## src/rtl/md_pkg.sv

```systemverilog
// Shared types and constants for the HI/LO multiply/divide sequencer.
// Encodings follow the execute-stage mulOrdiv/mdIsSign decode.
package md_pkg;

    localparam int MD_DW = 32;

    // Quotient forced onto LO when the divisor is zero.
    localparam logic [31:0] DIV0_LO = 32'hFFFF_FFFF;

    localparam logic MD_OP_MUL = 1'b0;
    localparam logic MD_OP_DIV = 1'b1;

    typedef enum logic [1:0] {
        IDLE = 2'd0,
        MUL  = 2'd1,
        DIV  = 2'd2,
        DONE = 2'd3
    } mdState_e;

endpackage

```

## src/rtl/md_if.sv

```systemverilog
// Execute-stage <-> multiply/divide sequencer handshake and result bus.
interface md_if
    import md_pkg::*;
#(
    parameter int DW = MD_DW
);
    logic          start_i;
    logic          op_div_i;
    logic          is_signed_i;
    logic [DW-1:0] a_i;
    logic [DW-1:0] b_i;
    logic          cancel_i;
    logic          stall_ext_i;
    logic          stall_o;
    logic          busy_o;
    logic          result_valid_o;
    logic [DW-1:0] hi_o;
    logic [DW-1:0] lo_o;

    modport master (
        output start_i, op_div_i, is_signed_i, a_i, b_i, cancel_i, stall_ext_i,
        input  stall_o, busy_o, result_valid_o, hi_o, lo_o
    );

    modport slave (
        input  start_i, op_div_i, is_signed_i, a_i, b_i, cancel_i, stall_ext_i,
        output stall_o, busy_o, result_valid_o, hi_o, lo_o
    );
endinterface

```

## src/rtl/md_div_core.sv

```systemverilog
// Iterative restoring radix-2 divider on unsigned magnitudes, one step per enabled cycle.
// quotient/remainder present the result of the step taken this cycle; done flags the last one.
module md_div_core
    import md_pkg::*;
#(
    parameter int DW = MD_DW
) (
    input  logic          clk,
    input  logic          rst,
    input  logic          start,
    input  logic          stepEn,
    input  logic [DW-1:0] dividend,
    input  logic [DW-1:0] divisor,
    output logic          done,
    output logic [DW-1:0] quotient,
    output logic [DW-1:0] remainder
);
    localparam int CW = $clog2(DW + 1);

    logic [DW-1:0] remR;
    logic [DW-1:0] quoR;
    logic [DW-1:0] dvsR;
    logic [CW-1:0] cnt;
    logic [DW:0]   trial;

    // Partial remainder stays below the divisor, so the top bit of the
    // DW+1-bit trial difference is a clean borrow flag.
    always_comb begin
        trial = {remR, quoR[DW-1]} - {1'b0, dvsR};
        if (trial[DW]) begin
            remainder = {remR[DW-2:0], quoR[DW-1]};
            quotient  = {quoR[DW-2:0], 1'b0};
        end else begin
            remainder = trial[DW-1:0];
            quotient  = {quoR[DW-2:0], 1'b1};
        end
    end

    assign done = stepEn && (cnt == CW'(DW - 1));

    always_ff @(posedge clk) begin
        if (rst) begin
            remR <= '0;
            quoR <= '0;
            dvsR <= '0;
            cnt  <= '0;
        end else if (start) begin
            remR <= '0;
            quoR <= dividend;
            dvsR <= divisor;
            cnt  <= '0;
        end else if (stepEn) begin
            remR <= remainder;
            quoR <= quotient;
            cnt  <= cnt + CW'(1);
        end
    end

endmodule

```

## src/rtl/md_sequencer.sv

```systemverilog
// HI/LO multiply/divide sequencer: launches MULT/MULTU/DIV/DIVU from E, stalls the
// front of the pipe while busy, and holds the 64-bit result in DONE for the HI/LO write.
module md_sequencer
    import md_pkg::*;
#(
    parameter int MUL_LAT = 3,
    parameter int DW      = MD_DW
) (
    input  logic clk,
    input  logic rst,
    md_if.slave  bus
);
    localparam int MCW = (MUL_LAT > 1) ? $clog2(MUL_LAT) : 1;

    mdState_e              state;
    logic [DW-1:0]         aR;
    logic [DW-1:0]         bR;
    logic                  signR;
    logic                  qNeg;
    logic                  rNeg;
    logic [MCW-1:0]        mulCnt;
    logic [DW-1:0]         hiR;
    logic [DW-1:0]         loR;

    logic                  launch;
    logic                  divStart;
    logic                  divStep;
    logic                  divDone;
    logic                  aNeg;
    logic                  bNeg;
    logic [DW-1:0]         divQuo;
    logic [DW-1:0]         divRem;
    logic signed [2*DW-1:0] mulA;
    logic signed [2*DW-1:0] mulB;
    logic signed [2*DW-1:0] prod;

    function automatic logic [DW-1:0] condNeg(input logic [DW-1:0] x, input logic neg);
        return neg ? (DW'(0) - x) : x;
    endfunction

    assign launch   = (state == IDLE) && bus.start_i && !bus.cancel_i;
    assign divStart = launch && (bus.op_div_i == MD_OP_DIV);
    assign divStep  = (state == DIV) && !bus.cancel_i;
    assign aNeg     = bus.is_signed_i && bus.a_i[DW-1];
    assign bNeg     = bus.is_signed_i && bus.b_i[DW-1];

    md_div_core #(.DW(DW)) u_divCore (
        .clk       (clk),
        .rst       (rst),
        .start     (divStart),
        .stepEn    (divStep),
        .dividend  (condNeg(bus.a_i, aNeg)),
        .divisor   (condNeg(bus.b_i, bNeg)),
        .done      (divDone),
        .quotient  (divQuo),
        .remainder (divRem)
    );

    // Extending to 2*DW and keeping the low 2*DW product bits gives the same
    // result as the 33-bit extended multiply truncated to 64 bits.
    always_comb begin
        mulA = signR ? {{DW{aR[DW-1]}}, aR} : {{DW{1'b0}}, aR};
        mulB = signR ? {{DW{bR[DW-1]}}, bR} : {{DW{1'b0}}, bR};
        prod = mulA * mulB;
    end

    assign bus.stall_o        = !bus.cancel_i &&
                                (((state == IDLE) && bus.start_i) || (state == MUL) || (state == DIV));
    assign bus.busy_o         = (state == MUL) || (state == DIV);
    assign bus.result_valid_o = (state == DONE);
    assign bus.hi_o           = hiR;
    assign bus.lo_o           = loR;

    always_ff @(posedge clk) begin
        if (rst) begin
            state  <= IDLE;
            aR     <= '0;
            bR     <= '0;
            signR  <= 1'b0;
            qNeg   <= 1'b0;
            rNeg   <= 1'b0;
            mulCnt <= '0;
            hiR    <= '0;
            loR    <= '0;
        end else begin
            case (state)
                IDLE: begin
                    if (launch) begin
                        aR     <= bus.a_i;
                        bR     <= bus.b_i;
                        signR  <= bus.is_signed_i;
                        qNeg   <= aNeg ^ bNeg;
                        rNeg   <= aNeg;
                        mulCnt <= '0;
                        case (bus.op_div_i)
                            MD_OP_MUL: state <= MUL;
                            MD_OP_DIV: state <= DIV;
                        endcase
                    end
                end
                MUL: begin
                    if (bus.cancel_i) begin
                        state <= IDLE;
                    end else if (mulCnt == MCW'(MUL_LAT - 1)) begin
                        {hiR, loR} <= prod;
                        state      <= DONE;
                    end else begin
                        mulCnt <= mulCnt + MCW'(1);
                    end
                end
                DIV: begin
                    if (bus.cancel_i) begin
                        state <= IDLE;
                    end else if (divDone) begin
                        // Zero divisor: LO all ones, HI the raw dividend, no sign fix-up.
                        if (bR == '0) begin
                            loR <= DW'(DIV0_LO);
                            hiR <= aR;
                        end else begin
                            loR <= condNeg(divQuo, qNeg);
                            hiR <= condNeg(divRem, rNeg);
                        end
                        state <= DONE;
                    end
                end
                DONE: begin
                    if (bus.cancel_i || !bus.stall_ext_i) begin
                        state <= IDLE;
                    end
                end
                default: state <= IDLE;
            endcase
        end
    end

endmodule

```

## src/flat_wrapper.sv

```systemverilog
// flat-port wrapper written by rule: the top's interface ports become plain ports
module md_sequencer_flat import md_pkg::*;
#(
    parameter int MUL_LAT = 3,
    parameter int DW      = MD_DW
)
  (clk, rst, bus_start_i, bus_op_div_i, bus_is_signed_i, bus_a_i, bus_b_i, bus_cancel_i, bus_stall_ext_i, bus_stall_o, bus_busy_o, bus_result_valid_o, bus_hi_o, bus_lo_o);
  md_if #(.DW(DW)) bus_i ();
  input  logic clk;
  input  logic rst;
  input wire logic [$bits(bus_i.start_i)-1:0] bus_start_i;
  input wire logic [$bits(bus_i.op_div_i)-1:0] bus_op_div_i;
  input wire logic [$bits(bus_i.is_signed_i)-1:0] bus_is_signed_i;
  input wire logic [$bits(bus_i.a_i)-1:0] bus_a_i;
  input wire logic [$bits(bus_i.b_i)-1:0] bus_b_i;
  input wire logic [$bits(bus_i.cancel_i)-1:0] bus_cancel_i;
  input wire logic [$bits(bus_i.stall_ext_i)-1:0] bus_stall_ext_i;
  output wire logic [$bits(bus_i.stall_o)-1:0] bus_stall_o;
  output wire logic [$bits(bus_i.busy_o)-1:0] bus_busy_o;
  output wire logic [$bits(bus_i.result_valid_o)-1:0] bus_result_valid_o;
  output wire logic [$bits(bus_i.hi_o)-1:0] bus_hi_o;
  output wire logic [$bits(bus_i.lo_o)-1:0] bus_lo_o;
  assign bus_i.start_i = bus_start_i;
  assign bus_i.op_div_i = bus_op_div_i;
  assign bus_i.is_signed_i = bus_is_signed_i;
  assign bus_i.a_i = bus_a_i;
  assign bus_i.b_i = bus_b_i;
  assign bus_i.cancel_i = bus_cancel_i;
  assign bus_i.stall_ext_i = bus_stall_ext_i;
  assign bus_stall_o = bus_i.stall_o;
  assign bus_busy_o = bus_i.busy_o;
  assign bus_result_valid_o = bus_i.result_valid_o;
  assign bus_hi_o = bus_i.hi_o;
  assign bus_lo_o = bus_i.lo_o;
  md_sequencer #(.MUL_LAT(MUL_LAT), .DW(DW)) u_core (.clk(clk), .rst(rst), .bus(bus_i));
endmodule
```

## config.mk

```make
export PLATFORM = sky130hd
export DESIGN_NAME = md_sequencer_flat
export DESIGN_NICKNAME = d
export VERILOG_FILES = /design/src/rtl/md_pkg.sv /design/src/rtl/md_if.sv /design/src/rtl/md_div_core.sv /design/src/rtl/md_sequencer.sv /design/src/flat_wrapper.sv
export SDC_FILE = /design/constraint.sdc
export NUM_CORES = 2
export LEC_CHECK = 0
export CAP_MARGIN = 0
export CELL_PAD_IN_SITES_DETAIL_PLACEMENT = 1
export CELL_PAD_IN_SITES_GLOBAL_PLACEMENT = 1
export CORE_MARGIN = 2
export CORE_UTILIZATION = 45
export DETAILED_ROUTE_END_ITERATION = 8
export GPL_TIMING_DRIVEN = 1
export HOLD_SLACK_MARGIN = 0.06
export PLACE_DENSITY = 0.77
export SYNTH_ARGS = -nofsm -noshare
export SYNTH_HDL_FRONTEND = slang
export SYNTH_SLANG_ARGS = --single-unit
export TNS_END_PERCENT = 1
```

## constraint.sdc

```tcl
create_clock -name clk -period 27.7 [get_ports clk]
set_input_delay 4.155 -clock clk [delete_from_list [all_inputs] [get_ports clk]]
set_output_delay 4.155 -clock clk [all_outputs]
set_load 0.005 [all_outputs]
```

**Yosys cells after proc, flatten, opt, wreduce, memory -nomap -nowiden**

Index checks and enable logic that the tools add are counted.
Widths: inputs -> output; s select.

- Add/subtract/negate cells: 7
- Multipliers: 1
- Divide/modulo/power cells: 0
- Order comparisons: 0
- Equal/unequal tests: 14
- Shifts and indexed selects: 0
- Muxes and demuxes: 34
- Bitwise operators: 2
- Reductions and logical operators: 24

Operators with widths:

| cell | number |
|---|---|
| $mux 32 | 17 |
| $mux 64 | 2 |
| $pmux 32 s2 | 2 |
| $sub 1x32->32 const A | 4 |
| $mul 64x64->64 | 1 |
| $sub 33x32->33 | 1 |
| $logic_not 32->1 | 1 |
| $mux 2 | 9 |
| $logic_and 1x1->1 | 8 |
| $ne 2x2->1 const B | 4 |
| $pmux 2 s2 | 2 |
| $pmux 2 s4 | 1 |
| $reduce_and 4->1 | 2 |
| $add 6x1->6 const B | 1 |
| $eq 2x2->1 const B | 3 |
| $eq 6x5->1 const B | 1 |
| $ne 2x1->1 const B | 3 |
| $reduce_bool 2->1 | 3 |
| $reduce_and 5->1 | 1 |
| $logic_or 1x1->1 | 4 |
| $ne 3x2->1 const B | 1 |
| $ne 3x3->1 const B | 1 |
| $add 2x1->2 const B | 1 |
| $eq 2x1->1 const B | 1 |
| 7 further kinds | 8 |

- Register bits: 237
- Latch bits: 0
- RAM bits: 0
- Bits in read-only memories: 0
- Bits of input ports: 71
- Output and inout bits: 67
- Word-level logic and storage cells: 95
- Memories: 0

**Longest topological paths before layout**

- Depth after elaboration: 8
- Mapped depth: 37
- Depth with buffers taken out: 34

**Modules after synthesis**

A second synthesis with hierarchy kept.

- Cell total of the unflattened synthesis: 7074
- Area, all modules: 63320.7 µm²

Modules (own cells, without submodules):

| module | instances | cells each | area an instance (µm²) | sequential area each (µm²) |
|---|---|---|---|---|
| md_sequencer | 1 | 6266 | 56704.4 | 2702.6 |
| md_div_core | 1 | 808 | 6616.3 | 2042.0 |

**Least setup slack after synthesis**

Ideal clock, no wire load.

- Path kind: input -> output
- From: input bus_cancel_i
- To: output bus_stall_o
- Data arrival time: 5.494 ns
- Required time: 23.545 ns
- Setup slack: 18.051 ns
- Stages: 7
- Path buffers: 4
- Path through: clkbuf_1 > nand2b_1 > or2_2 > clkbuf_1 > clkbuf_1 > buf_1 > o21ai_0

- Longest elaborated chain between the ends: 2

Ends and longest elaborated chain:

| element | RTL line | source |
|---|---|---|
| from (decl) | flat_wrapper.sv:16 | `input wire logic [$bits(bus_i.cancel_i)-1:0] bus_cancel_i;` |
| $logic_not 1->1 | md_sequencer.sv:67 | `assign bus.stall_o = !bus.cancel_i &&` |
| $logic_and 1x1->1 | md_sequencer.sv:67 |  |
| to (decl) | flat_wrapper.sv:18 | `output wire logic [$bits(bus_i.stall_o)-1:0] bus_stall_o;` |

Every way passes these cells.

**Worst setup path after layout**

Ends and elaborated chain as after synthesis.

==> impl_metrics.yaml <==
sta:
  max_slew_margin_pct: 26.1
  fin_crit_sh_pct: 39.1
  slew_viol_final: 0
  max_freq_mhz: 92.4
  fin_tns_setup_ns: 0
  setup_violations: 0
  period_minus_slack_ns: 10.82
  hold_viol_final: 0
  rsz0062_at_grt: "no"
  worstMarginPinSlew_ns: 1.11
  finalClockSkew_ns: 0.0230
clocking:
  cts_made_buffers: 30
  cts_setup_buffers: 0
  ctsRootBufferMaster: "clkbuf_16"
  clk_transition_reported_paths_ns: 0.06
  cts_resized: 0
  clk_latency_ns: 0.59
  htreeDepth: 1
  cts_tree: "yes"
  cts.path.max_buffers: 3
  ctsHoldBuffers: 0
  cts_sinks: 237
drt:
  firstDrtPassIters: 5
  vias: 48900
  via_per_inst: 5.55
  drc_errors: 0
  wl_per_cell_um: 24.3
  wl_um: 214000
  final_antenna_net_count: 0
  first_iter_violations: 3539
cells_and_area:
  syn2layout_area_growth_pct: 6.50
  layout.cells.non_filler: 8810
  drive_above_1_share_pct: 2.84
  multiInputGateArea_mm2: 0.0508
  nNetsFinal: 8791
  ff_latch_area_mm2: 0.00475
  fillers: 16100
outcome:
  outcome: "finished, final reports clean"
floorplan:
  ioPinCount: 138
  start_util_pct: 45.1
  die_w_um: 377
  core-area_mm2: 0.139
  die_area_mm2: 0.142
  fp-row-count: 137
  die_height_um: 377
placement:
  dp.final_hpwl_um: 176000
  gp_congestion: 0.952
  placed_cells: 8752
  port_buffers: 137
pwr:
  switching_share_pct: 55.6
  p_leak_nw: 33.3
  p_int_mw: 1.30
  vdd_ir_drop_max_uv: 68.5
  clkPwrFrac_pct: 14.5
  p_switching_mw: 1.63
  seq_power_share_pct: 15.5
  combPwrFrac_pct: 70.0
  pwr_density_cell_mw_per_mm2: 43.8
yosys:
  async_flop_share_pct: 0
  synth_edf_count: 0
  synth_warnings: 0
  synthCells: 7027
  syn_avg_cell_area_um2: 8.93
  synth_top_flop_cell: "dfxtp_1"
  syn_area_mm2: 0.0627
  synth_nets: 8910
  synth_cell_types: 87
  ys_ff_latch: 237
  ys_seq_area_share_pct: 7.56
hold_path:
  hold_path_class: "register to register"
setup_path:
  cp_data_required_time_ns: 23.55
  cp_max_fo: 68
  cp-end-kind: "output port"
  rrSetupSlack_ns: 17.14
  arrival_ns: 6.66
  crit_type: "input pin to output port"
  cp-start-kind: "input pin"
global_route:
  grt_use_total_pct: 30.8
  grt_overflow_total: 0
  antenna_found_initial: 9
  grt_pass1_vias: 56100
  grt_pass1_wl_um: 334000
  grt_max_degree: 91
flow_run:
  maxCapViolCount: 0
## through the flow
step	worst slack (ns)	cell area (um2)	utilization (%)	power, mW	hold WS [ns]
after floorplan	18.05	62700	-	1.73	0.436
after global placement	16.95	65800	47.3	2.39	0.441
after detailed placement	16.88	65800	47.3	2.45	0.449
after CTS	16.88	66800	48.1	2.88	0.457
after global routing	16.74	66800	48.1	3.10	0.477
final	16.88	66800	48.1	2.92	0.454
## cell usage after synthesis (27+ instances only)
library cell  count  area share [%]
a311oi_1         40            0.56
xnor2_1         160             2.2
a21oi_1         256             2.0
a211oi_1         69            0.83
xor2_1           90             1.3
or3_1            27            0.27
ha_1            390             7.8
nand3_1          36            0.29
fa_1           1422              45
and3_1           37            0.37
mux2i_1          27            0.43
nor3_1           56            0.45
and2_1          636             6.3
nand2_1         824             4.9
a21o_1           59            0.71
o31ai_1          29            0.35
dfxtp_1         237             7.6
inv_1          1541             9.2
o21ai_0         116            0.93
nor2_1          256             1.5
clkbuf_1        351             2.1
## layout by cell type (no fill, tap or decap), types with 7 or more instances in the layout
cell type / Yosys / layout
nor3_1: 56 / 55
nor4_1: 20 / 20
fa_1: 1422 / 1422
a311oi_1: 40 / 40
nor2_1: 256 / 254
or4_1: 16 / 16
a31o_2: 7 / 7
a21oi_1: 256 / 256
nand2b_1: 16 / 16
mux2i_1: 27 / 27
and2_1: 636 / 635
clkbuf_8: 0 / 7
a2111oi_0: 7 / 7
a21o_1: 59 / 59
o31ai_1: 29 / 29
nand4_1: 24 / 24
o21bai_1: 19 / 19
o221ai_1: 25 / 25
o21a_1: 14 / 14
a21boi_0: 9 / 9
xnor2_1: 160 / 160
o211ai_1: 24 / 24
or3_1: 27 / 27
clkbuf_16: 0 / 31
xor2_1: 90 / 90
a211oi_1: 69 / 69
ha_1: 390 / 389
o21ai_0: 116 / 116
nor2b_1: 13 / 12
buf_4: 1 / 96
o41ai_1: 12 / 12
a31oi_1: 19 / 19
and3_1: 37 / 37
inv_1: 1541 / 1541
nand2_1: 824 / 823
a221o_1: 7 / 7
nand3_1: 36 / 36
clkdlybuf4s50_1: 0 / 136
dfxtp_1: 237 / 231
## sequential cells by signal (all words and copies together), names as in the netlist
name                   count
u_core.u_divCore.remR     32
u_core.mulCnt              2
u_core.qNeg                1
u_core.bus.lo_o           32
u_core.signR               1
u_core.u_divCore.quoR     32
u_core.rNeg                1
u_core.u_divCore.dvsR     32
u_core.u_divCore.cnt       6
u_core.bus.hi_o           32
u_core.bR                 32
u_core.aR                 32
u_core.state               2
## cell families (layout without fill, tap and decap cells)
family / Yosys count / in the layout / share of synthesized area (%)
AOI/OAI and AO/OA: 773 / 773 / 8.16
xor gates and xnor gates: 250 / 250 / 3.49
adders and majority gates: 1815 / 1815 / 53.2
buffers and inverters: 1926 / 1831 / 11.5
DFF: 237 / 237 / 7.56
muxes: 33 / 33 / 0.538
other: 0 / 2 / 0
and+or+nand+nor: 1993 / 1993 / 15.5
## cell type report
type                       instances  share of cell area, %
multi-input combinational       4864                   76.0
timing repair buffer             233                   3.13
antenna                            2                0.00749
clock buffer                      42                   1.33
clock inverter                    14                  0.238
tap                             1876                   3.51
sequential                       237                   7.11
inverter                        1542                   8.66
## layer usage
metal | vias up | track usage (%) | wire length [um]
met5 | - | 0 | 0
met3 | 492 | 3.11 | 10700
met2 | 1504 | 54.1 | 108000
met1 | 26000 | 37.9 | 83200
met4 | 0 | 14.9 | 12800
li1 | 21000 | - | -
## worst paths after layout
check | startpoint | end | cells after the start
worst max-delay path | bus_cancel_i | bus_stall_o | 6
worst min-delay path | u_core.bus.lo_o[2] | u_core.bus.lo_o[2] | 2
worst min register to register | u_core.bus.lo_o[2] | u_core.bus.lo_o[2] | 2
worst max register to register | u_core.signR | u_core.bus.hi_o[27] | 30
## power groups by stage
stage	clock network (mW)	registers (mW)	logic (mW)
2_1_floorplan	0	0.432	1.30
3_3_place_gp	0	0.455	1.94
3_5_place_dp	0	0.457	1.99
4_1_cts	0.425	0.450	2.01
5_1_grt	0.438	0.456	2.21
6_report	0.423	0.453	2.05
## worst max-delay path: stages
cell	delay, ns
clkdlybuf4s50_1	0.69
nand2b_1	0.28
or2_2	0.15
buf_4	0.64
o21ai_0	0.21
clkdlybuf4s50_1	0.52
Power figures use the tool's default switching activity.
